[src/rtl/uart_tx_fifo.sv]
// UART transmitter with a transmit FIFO; frames go out back-to-back.
// Define UART_TX_PARITY_EN to add one parity bit per frame.
module uart_tx_fifo #(
    parameter int CLK_FREQUENCY  = 66_000_000,
    parameter int UART_FREQUENCY = 921_600,
    parameter int DATA_BITS      = 8,
    parameter int STOP_BITS      = 1,
    parameter int FIFO_DEPTH     = 16,
    localparam int AW            = $clog2(FIFO_DEPTH)
) (
    input  logic                 user_clk,
    input  logic                 rst_n,
    input  logic                 wr_en,
    input  logic [DATA_BITS-1:0] wr_data,
    input  logic                 parity_odd,
    output logic                 tx_bit,
    output logic                 busy,
    output logic                 full,
    output logic                 empty,
    output logic [AW:0]          fifo_count,
    output logic                 overflow
);

    localparam int TICKS = CLK_FREQUENCY / UART_FREQUENCY;
    localparam logic [15:0] TICK_LAST = 16'(TICKS - 1);
    localparam logic [2:0] DATA_LAST = 3'(DATA_BITS - 1);
    localparam logic [2:0] STOP_LAST = 3'(STOP_BITS - 1);
    localparam logic [AW:0] DEPTH = FIFO_DEPTH[AW:0];
    localparam logic [AW:0] CNT_ONE = 1;
    localparam logic [AW-1:0] PTR_ONE = 1;

    typedef enum logic [2:0] {
        S_IDLE,
        S_START,
        S_DATA,
`ifdef UART_TX_PARITY_EN
        S_PARITY,
`endif
        S_STOP
    } state_e;

    logic [DATA_BITS-1:0] mem_q [FIFO_DEPTH];
    logic [AW-1:0]        wr_ptr_q;
    logic [AW-1:0]        rd_ptr_q;
    logic [AW:0]          count_q;
    logic [AW:0]          count_d;
    logic                 ovf_q;
    logic                 push;
    logic                 pop;
    logic [DATA_BITS-1:0] head;

    state_e               state_q;
    state_e               state_d;
    logic [15:0]          tick_q;
    logic [15:0]          tick_d;
    logic [2:0]           bit_q;
    logic [2:0]           bit_d;
    logic [DATA_BITS-1:0] shift_q;
    logic [DATA_BITS-1:0] shift_d;
    logic                 tx_q;
    logic                 tx_d;
    logic                 busy_q;
    logic                 busy_d;
    logic                 tick_last;

`ifdef UART_TX_PARITY_EN
    logic                 par_q;
    logic                 par_d;
`else
    logic                 unused_parity;
    assign unused_parity = parity_odd;
`endif

    assign full       = (count_q == DEPTH);
    assign empty      = (count_q == '0);
    assign fifo_count = count_q;
    assign overflow   = ovf_q;
    assign tx_bit     = tx_q;
    assign busy       = busy_q;
    assign push       = wr_en && !full;
    assign head       = mem_q[rd_ptr_q];
    assign tick_last  = (tick_q == TICK_LAST);

    // Storage is not reset; the pointers alone define what is valid.
    always_ff @(posedge user_clk) begin
        if (push) begin
            mem_q[wr_ptr_q] <= wr_data;
        end
    end

    always_comb begin
        count_d = count_q;
        if (push && !pop) begin
            count_d = count_q + CNT_ONE;
        end else if (pop && !push) begin
            count_d = count_q - CNT_ONE;
        end
    end

    always_ff @(posedge user_clk or negedge rst_n) begin
        if (!rst_n) begin
            wr_ptr_q <= '0;
            rd_ptr_q <= '0;
            count_q  <= '0;
            ovf_q    <= 1'b0;
        end else begin
            if (push) begin
                wr_ptr_q <= wr_ptr_q + PTR_ONE;
            end
            if (pop) begin
                rd_ptr_q <= rd_ptr_q + PTR_ONE;
            end
            count_q <= count_d;
            if (wr_en && full) begin
                ovf_q <= 1'b1;
            end
        end
    end

    always_ff @(posedge user_clk or negedge rst_n) begin
        if (!rst_n) begin
            state_q <= S_IDLE;
            tick_q  <= '0;
            bit_q   <= '0;
            shift_q <= '0;
            tx_q    <= 1'b1;
            busy_q  <= 1'b0;
`ifdef UART_TX_PARITY_EN
            par_q   <= 1'b0;
`endif
        end else begin
            state_q <= state_d;
            tick_q  <= tick_d;
            bit_q   <= bit_d;
            shift_q <= shift_d;
            tx_q    <= tx_d;
            busy_q  <= busy_d;
`ifdef UART_TX_PARITY_EN
            par_q   <= par_d;
`endif
        end
    end

    always_comb begin
        state_d = state_q;
        tick_d  = tick_q + 16'd1;
        bit_d   = bit_q;
        shift_d = shift_q;
        pop     = 1'b0;
`ifdef UART_TX_PARITY_EN
        par_d   = par_q;
`endif
        case (state_q)
            S_IDLE: begin
                tick_d = '0;
                if (!empty) begin
                    pop     = 1'b1;
                    state_d = S_START;
                end
            end
            S_START: begin
                if (tick_last) begin
                    tick_d  = '0;
                    bit_d   = '0;
                    state_d = S_DATA;
                end
            end
            S_DATA: begin
                if (tick_last) begin
                    tick_d  = '0;
                    shift_d = shift_q >> 1;
                    if (bit_q == DATA_LAST) begin
                        bit_d = '0;
`ifdef UART_TX_PARITY_EN
                        state_d = S_PARITY;
`else
                        state_d = S_STOP;
`endif
                    end else begin
                        bit_d = bit_q + 3'd1;
                    end
                end
            end
`ifdef UART_TX_PARITY_EN
            S_PARITY: begin
                if (tick_last) begin
                    tick_d  = '0;
                    bit_d   = '0;
                    state_d = S_STOP;
                end
            end
`endif
            S_STOP: begin
                if (tick_last) begin
                    tick_d = '0;
                    if (bit_q == STOP_LAST) begin
                        bit_d = '0;
                        if (!empty) begin
                            pop     = 1'b1;
                            state_d = S_START;
                        end else begin
                            state_d = S_IDLE;
                        end
                    end else begin
                        bit_d = bit_q + 3'd1;
                    end
                end
            end
            default: begin
                state_d = S_IDLE;
            end
        endcase
        // A pop restarts bit timing for the freshly loaded character.
        if (pop) begin
            shift_d = head;
            tick_d  = '0;
`ifdef UART_TX_PARITY_EN
            par_d   = (^head) ^ parity_odd;
`endif
        end
    end

    always_comb begin
        tx_d   = 1'b1;
        busy_d = (state_d != S_IDLE);
        case (state_d)
            S_START: tx_d = 1'b0;
            S_DATA:  tx_d = shift_d[0];
`ifdef UART_TX_PARITY_EN
            S_PARITY: tx_d = par_d;
`endif
            default: tx_d = 1'b1;
        endcase
    end

endmodule

[config.mk]
export PLATFORM = sky130hd
export DESIGN_NAME = uart_tx_fifo
export DESIGN_NICKNAME = d
export VERILOG_FILES = /design/src/rtl/uart_tx_fifo.sv
export SDC_FILE = /design/constraint.sdc
export NUM_CORES = 1
export LEC_CHECK = 0
export CORE_ASPECT_RATIO = 0.5
export CORE_MARGIN = 5
export CORE_UTILIZATION = 40
export CTS_BUF_LIST = sky130_fd_sc_hd__clkbuf_8
export CTS_CLUSTER_DIAMETER = 80
export DETAILED_ROUTE_END_ITERATION = 8
export GPL_ROUTABILITY_DRIVEN = 1
export PLACE_DENSITY_LB_ADDON = 0.25
export SLEW_MARGIN = 20
export SYNTH_ARGS = -nofsm -noshare
export SYNTH_HDL_FRONTEND = slang
export SYNTH_SLANG_ARGS = --single-unit
[constraint.sdc]
create_clock -name user_clk -period 9.2 [get_ports user_clk]
set_input_delay 1.84 -clock user_clk [delete_from_list [all_inputs] [get_ports user_clk]]
set_output_delay 1.84 -clock user_clk [all_outputs]
set_load 0.01 [all_outputs]
==> impl_metrics.xml <==
<?xml version="1.0" encoding="UTF-8"?>
<metrics>
  <group name="synth">
    <metric name="netlist_area" unit="um^2">7320</metric>
    <metric name="syn-instance-count" unit="">438</metric>
    <metric name="fraction_of_the_yosys_area_taken_by_sequential_cells" unit="">0.683</metric>
    <metric name="asyncSetResetFlopFracSynth" unit="">0.264</metric>
    <metric name="synth_top_flop_cell" unit="">edfxtp_1</metric>
    <metric name="synth.net_count" unit="">465</metric>
    <metric name="number_of_enable_type_register_cells_in_the_synthesized_netlist" unit="">128</metric>
    <metric name="synth_warnings" unit="">0</metric>
    <metric name="syn_avg_cell_area" unit="um^2">16.7</metric>
    <metric name="postSynthRegisterBits" unit="">174</metric>
    <metric name="post_synth_num_cell_types" unit="">47</metric>
  </group>
  <group name="floorplanning">
    <metric name="std_cell_rows" unit="">35</metric>
    <metric name="design.die.area" unit="um^2">21300</metric>
    <metric name="design.core.area" unit="um^2">18200</metric>
    <metric name="fp.dieH" unit="um">106</metric>
    <metric name="die_width" unit="um">201</metric>
    <metric name="top_level_ports" unit="">22</metric>
    <metric name="start_util" unit="">0.403</metric>
  </group>
  <group name="route">
    <metric name="drt-wirelength-per-cell" unit="um">18.4</metric>
    <metric name="postRouteAntennaNets" unit="">0</metric>
    <metric name="vias" unit="">3626</metric>
    <metric name="viasPerCell" unit="">5.05</metric>
    <metric name="detail_route.drc_violations" unit="">0</metric>
    <metric name="detailedRoute.firstPassIterationCount" unit="">4</metric>
    <metric name="routed_wirelength" unit="um">13200</metric>
    <metric name="drt_first_iter_violations" unit="">302</metric>
  </group>
  <group name="finish">
    <metric name="layout.cells.most_common_list" unit="">128 x edfxtp_1, 44 x dfrtp_1, 39 x mux4_2, 38 x nor2_1, 23 x nand2_1</metric>
    <metric name="antenna-diode-count" unit="">0</metric>
    <metric name="drive_gt1_frac" unit="">0.182</metric>
    <metric name="finish.net_count" unit="">492</metric>
    <metric name="non_filler_instance_count_after_layout" unit="">718</metric>
    <metric name="mostFrequentLayoutCell" unit="">edfxtp_1</metric>
    <metric name="area_of_all_placed_cells_without_fillers" unit="um^2">8160</metric>
    <metric name="area_delta_synth_final" unit="%">11.5</metric>
    <metric name="final_util" unit="">0.449</metric>
  </group>
  <group name="pwr">
    <metric name="total_power" unit="mW">2.20</metric>
    <metric name="vdd_drop_max" unit="mV">0.0959</metric>
    <metric name="total_leakage_power" unit="nW">2.92</metric>
    <metric name="power_density" unit="nW/um^2">270</metric>
  </group>
  <group name="setup_path">
    <metric name="critical_path.max_stage_delay" unit="ns">0.58</metric>
    <metric name="cp_top_family" unit="">simple AND/OR/NAND/NOR gates</metric>
    <metric name="worst-setup-path-type" unit="">flop to output port</metric>
    <metric name="critical_path_cell_count" unit="">3</metric>
    <metric name="worst_setup_path_endpoint" unit="">empty</metric>
    <metric name="critical_path.n_buffers_inverters" unit="">1</metric>
    <metric name="worstPathArrival" unit="ns">2.33</metric>
    <metric name="critPathMaxFanout" unit="">5</metric>
    <metric name="cp.required" unit="ns">7.36</metric>
    <metric name="worst_path_max_delay_cell" unit="">nor4_1</metric>
    <metric name="rrSetupSlack" unit="ns">5.66</metric>
    <metric name="ff2ff_path_depth" unit="">11</metric>
    <metric name="series_of_cell_instances_along_the_critical_path" unit="">nor4_1 &gt; and2_0 &gt; clkdlybuf4s50_1</metric>
    <metric name="cp-end-kind" unit="">output port</metric>
    <metric name="regToRegStartpoint" unit="">fifo_count[0]</metric>
    <metric name="crit-reg2reg-capture" unit="">fifo_count[4]</metric>
    <metric name="timing.critical_path.from_type" unit="">flop</metric>
    <metric name="critical_path.startpoint" unit="">fifo_count[0]</metric>
  </group>
  <group name="sta">
    <metric name="setup_viols_final" unit="">0</metric>
    <metric name="timing.max_slew.rel_slack" unit="">0.385</metric>
    <metric name="rsz0062_at_grt" unit="">false</metric>
    <metric name="worst_slew_pin_slew" unit="ns">0.915</metric>
    <metric name="final_hold_viol_count" unit="">0</metric>
    <metric name="final-max-slew-violation-count" unit="">0</metric>
    <metric name="finalClockSkew" unit="ns">0.0198</metric>
    <metric name="finalWorstPathRequiredPeriod" unit="ns">4.17</metric>
    <metric name="final.setup.tns" unit="ns">0</metric>
    <metric name="timing.final.crit_share" unit="">0.453</metric>
    <metric name="max_freq" unit="MHz">240</metric>
  </group>
  <group name="flow_run">
    <metric name="cap_viol_max_count" unit="">0</metric>
  </group>
  <group name="place">
    <metric name="gp_congestion" unit="">0.780</metric>
    <metric name="numPlacedInstances" unit="">686</metric>
    <metric name="dp_hpwl" unit="um">8380</metric>
    <metric name="placedInstanceArea" unit="um^2">7750</metric>
    <metric name="placement.io_buffers" unit="">20</metric>
  </group>
  <group name="grt">
    <metric name="grt_first_pass_wirelength" unit="um">20900</metric>
    <metric name="antenna_found_initial" unit="">0</metric>
    <metric name="grt_start_max_net_pins" unit="">47</metric>
    <metric name="overflow_left_after_global_routing" unit="">0</metric>
    <metric name="vias_in_the_first_global_route" unit="">3645</metric>
    <metric name="gr_usage_total" unit="">0.129</metric>
  </group>
  <group name="cts">
    <metric name="cts_hold_buf" unit="">0</metric>
    <metric name="cts.repair_timing.setup_buffer_count" unit="">0</metric>
    <metric name="total_cts_buffers" unit="">17</metric>
    <metric name="worst_skew_pair.late_latency" unit="ns">0.46</metric>
    <metric name="cts_root_buffer" unit="">clkbuf_8</metric>
    <metric name="cts_max_level" unit="">4</metric>
    <metric name="clock-sinks" unit="">174</metric>
    <metric name="cts-root-to-sink-buffers" unit="">2</metric>
    <metric name="cts.repair.resized" unit="">0</metric>
    <metric name="cts_tree" unit="">done</metric>
    <metric name="worst_setup_hold_path_clk_slew" unit="ns">0.10</metric>
  </group>
  <group name="min_path">
    <metric name="timing.hold.worst.start" unit="">overflow</metric>
    <metric name="worst_hold_path_type" unit="">flop to flop</metric>
  </group>
  <group name="run_status">
    <metric name="outcome" unit="">finished, final reports clean</metric>
  </group>
</metrics>
## final cells by class
class                      count  area, um^2
multi-input combinational    230        2150
clock buffer                  17         234
inverter                      15        56.3
sequential                   174        5000
fill                        1571       10000
clock inverter                15         171
tap                          240         300
timing repair buffer          27         250
## worst register-to-register path, stage by stage, from the launching register on
cell	delay, ns
dfrtp_1	0.46
nor4_1	0.58
and2_0	0.27
a211o_1	0.61
ha_1	0.31
inv_1	0.11
fa_1	0.42
a21o_1	0.19
a21oi_1	0.17
xnor2_1	0.13
nor2_1	0.07
xnor2_1	0.12
## Yosys cell counts (3+ instances only)
| cell type | number | area share |
|---|---|---|
| buf_6 | 6 | 0.0092 |
| a21oi_1 | 11 | 0.0075 |
| nand2_1 | 23 | 0.012 |
| edfxtp_1 | 128 | 0.53 |
| or3_1 | 3 | 0.0026 |
| mux2i_1 | 7 | 0.0096 |
| inv_1 | 14 | 0.0072 |
| ha_1 | 14 | 0.024 |
| nand2b_1 | 6 | 0.0051 |
| xnor2_1 | 13 | 0.016 |
| dfrtp_1 | 45 | 0.15 |
| nor3_1 | 6 | 0.0041 |
| mux4_2 | 39 | 0.12 |
| nand3_1 | 11 | 0.0075 |
| nor2_1 | 38 | 0.019 |
| nor2b_1 | 3 | 0.0026 |
| o21ai_0 | 7 | 0.0048 |
| clkbuf_1 | 10 | 0.0051 |
| and3_1 | 4 | 0.0034 |
| a21o_1 | 3 | 0.0031 |
| xor2_1 | 10 | 0.012 |
| nand4_1 | 6 | 0.0051 |
## worst min-delay path by stage
stage / end / slack (ns) / cells after the start
floorplan: tick_q[0] / 0.45 / 1
global placement: overflow / 0.44 / 1
detailed placement: overflow / 0.45 / 1
CTS: overflow / 0.47 / 1
global route: overflow / 0.49 / 1
finish: overflow / 0.46 / 1
## layer usage
metal  up-vias  track usage  wire length, um
met4         0       0.0409              129
met2        58        0.198             6110
met5         -            0                0
li1       1711            -                -
met1      1845        0.184             6440
met3        12       0.0314              517
## logic make-up (layout without fill, tap and decap cells)
| kind of cell | count (synthesis) | in the layout | synth area share |
|---|---|---|---|
| compound gates | 29 | 29 | 0.0238 |
| mux | 49 | 49 | 0.135 |
| other cells | 1 | 1 | 0.000512 |
| simple gates | 112 | 112 | 0.0781 |
| xor+xnor | 24 | 24 | 0.0297 |
| buf+inv | 34 | 74 | 0.0239 |
| fa+ha+maj | 15 | 15 | 0.0267 |
| flops | 174 | 174 | 0.683 |
## flip-flops by register name (all words and copies together), names as in the netlist, 3 cells and up
| register | cells |
|---|---|
| bit_q | 3 |
| state_q | 3 |
| tick_q | 16 |
| shift_q | 8 |
| rd_ptr_q | 4 |
| mem_q | 128 |
| fifo_count | 5 |
| wr_ptr_q | 4 |
## stage by stage
step | setup WS (ns) | hold WS [ns]
floorplan | 5.52 | 0.446
global placement | 4.64 | 0.441
detailed placement | 4.63 | 0.445
CTS | 4.96 | 0.468
global route | 4.86 | 0.495
finish | 5.03 | 0.460
## power breakdown
group / total [mW] / internal (mW) / switching, mW
clock: 0.530 / 0.207 / 0.322
combinational: 0.635 / 0.320 / 0.315
sequential: 1.03 / 0.960 / 0.0750
Power figures use the tool's default switching activity.
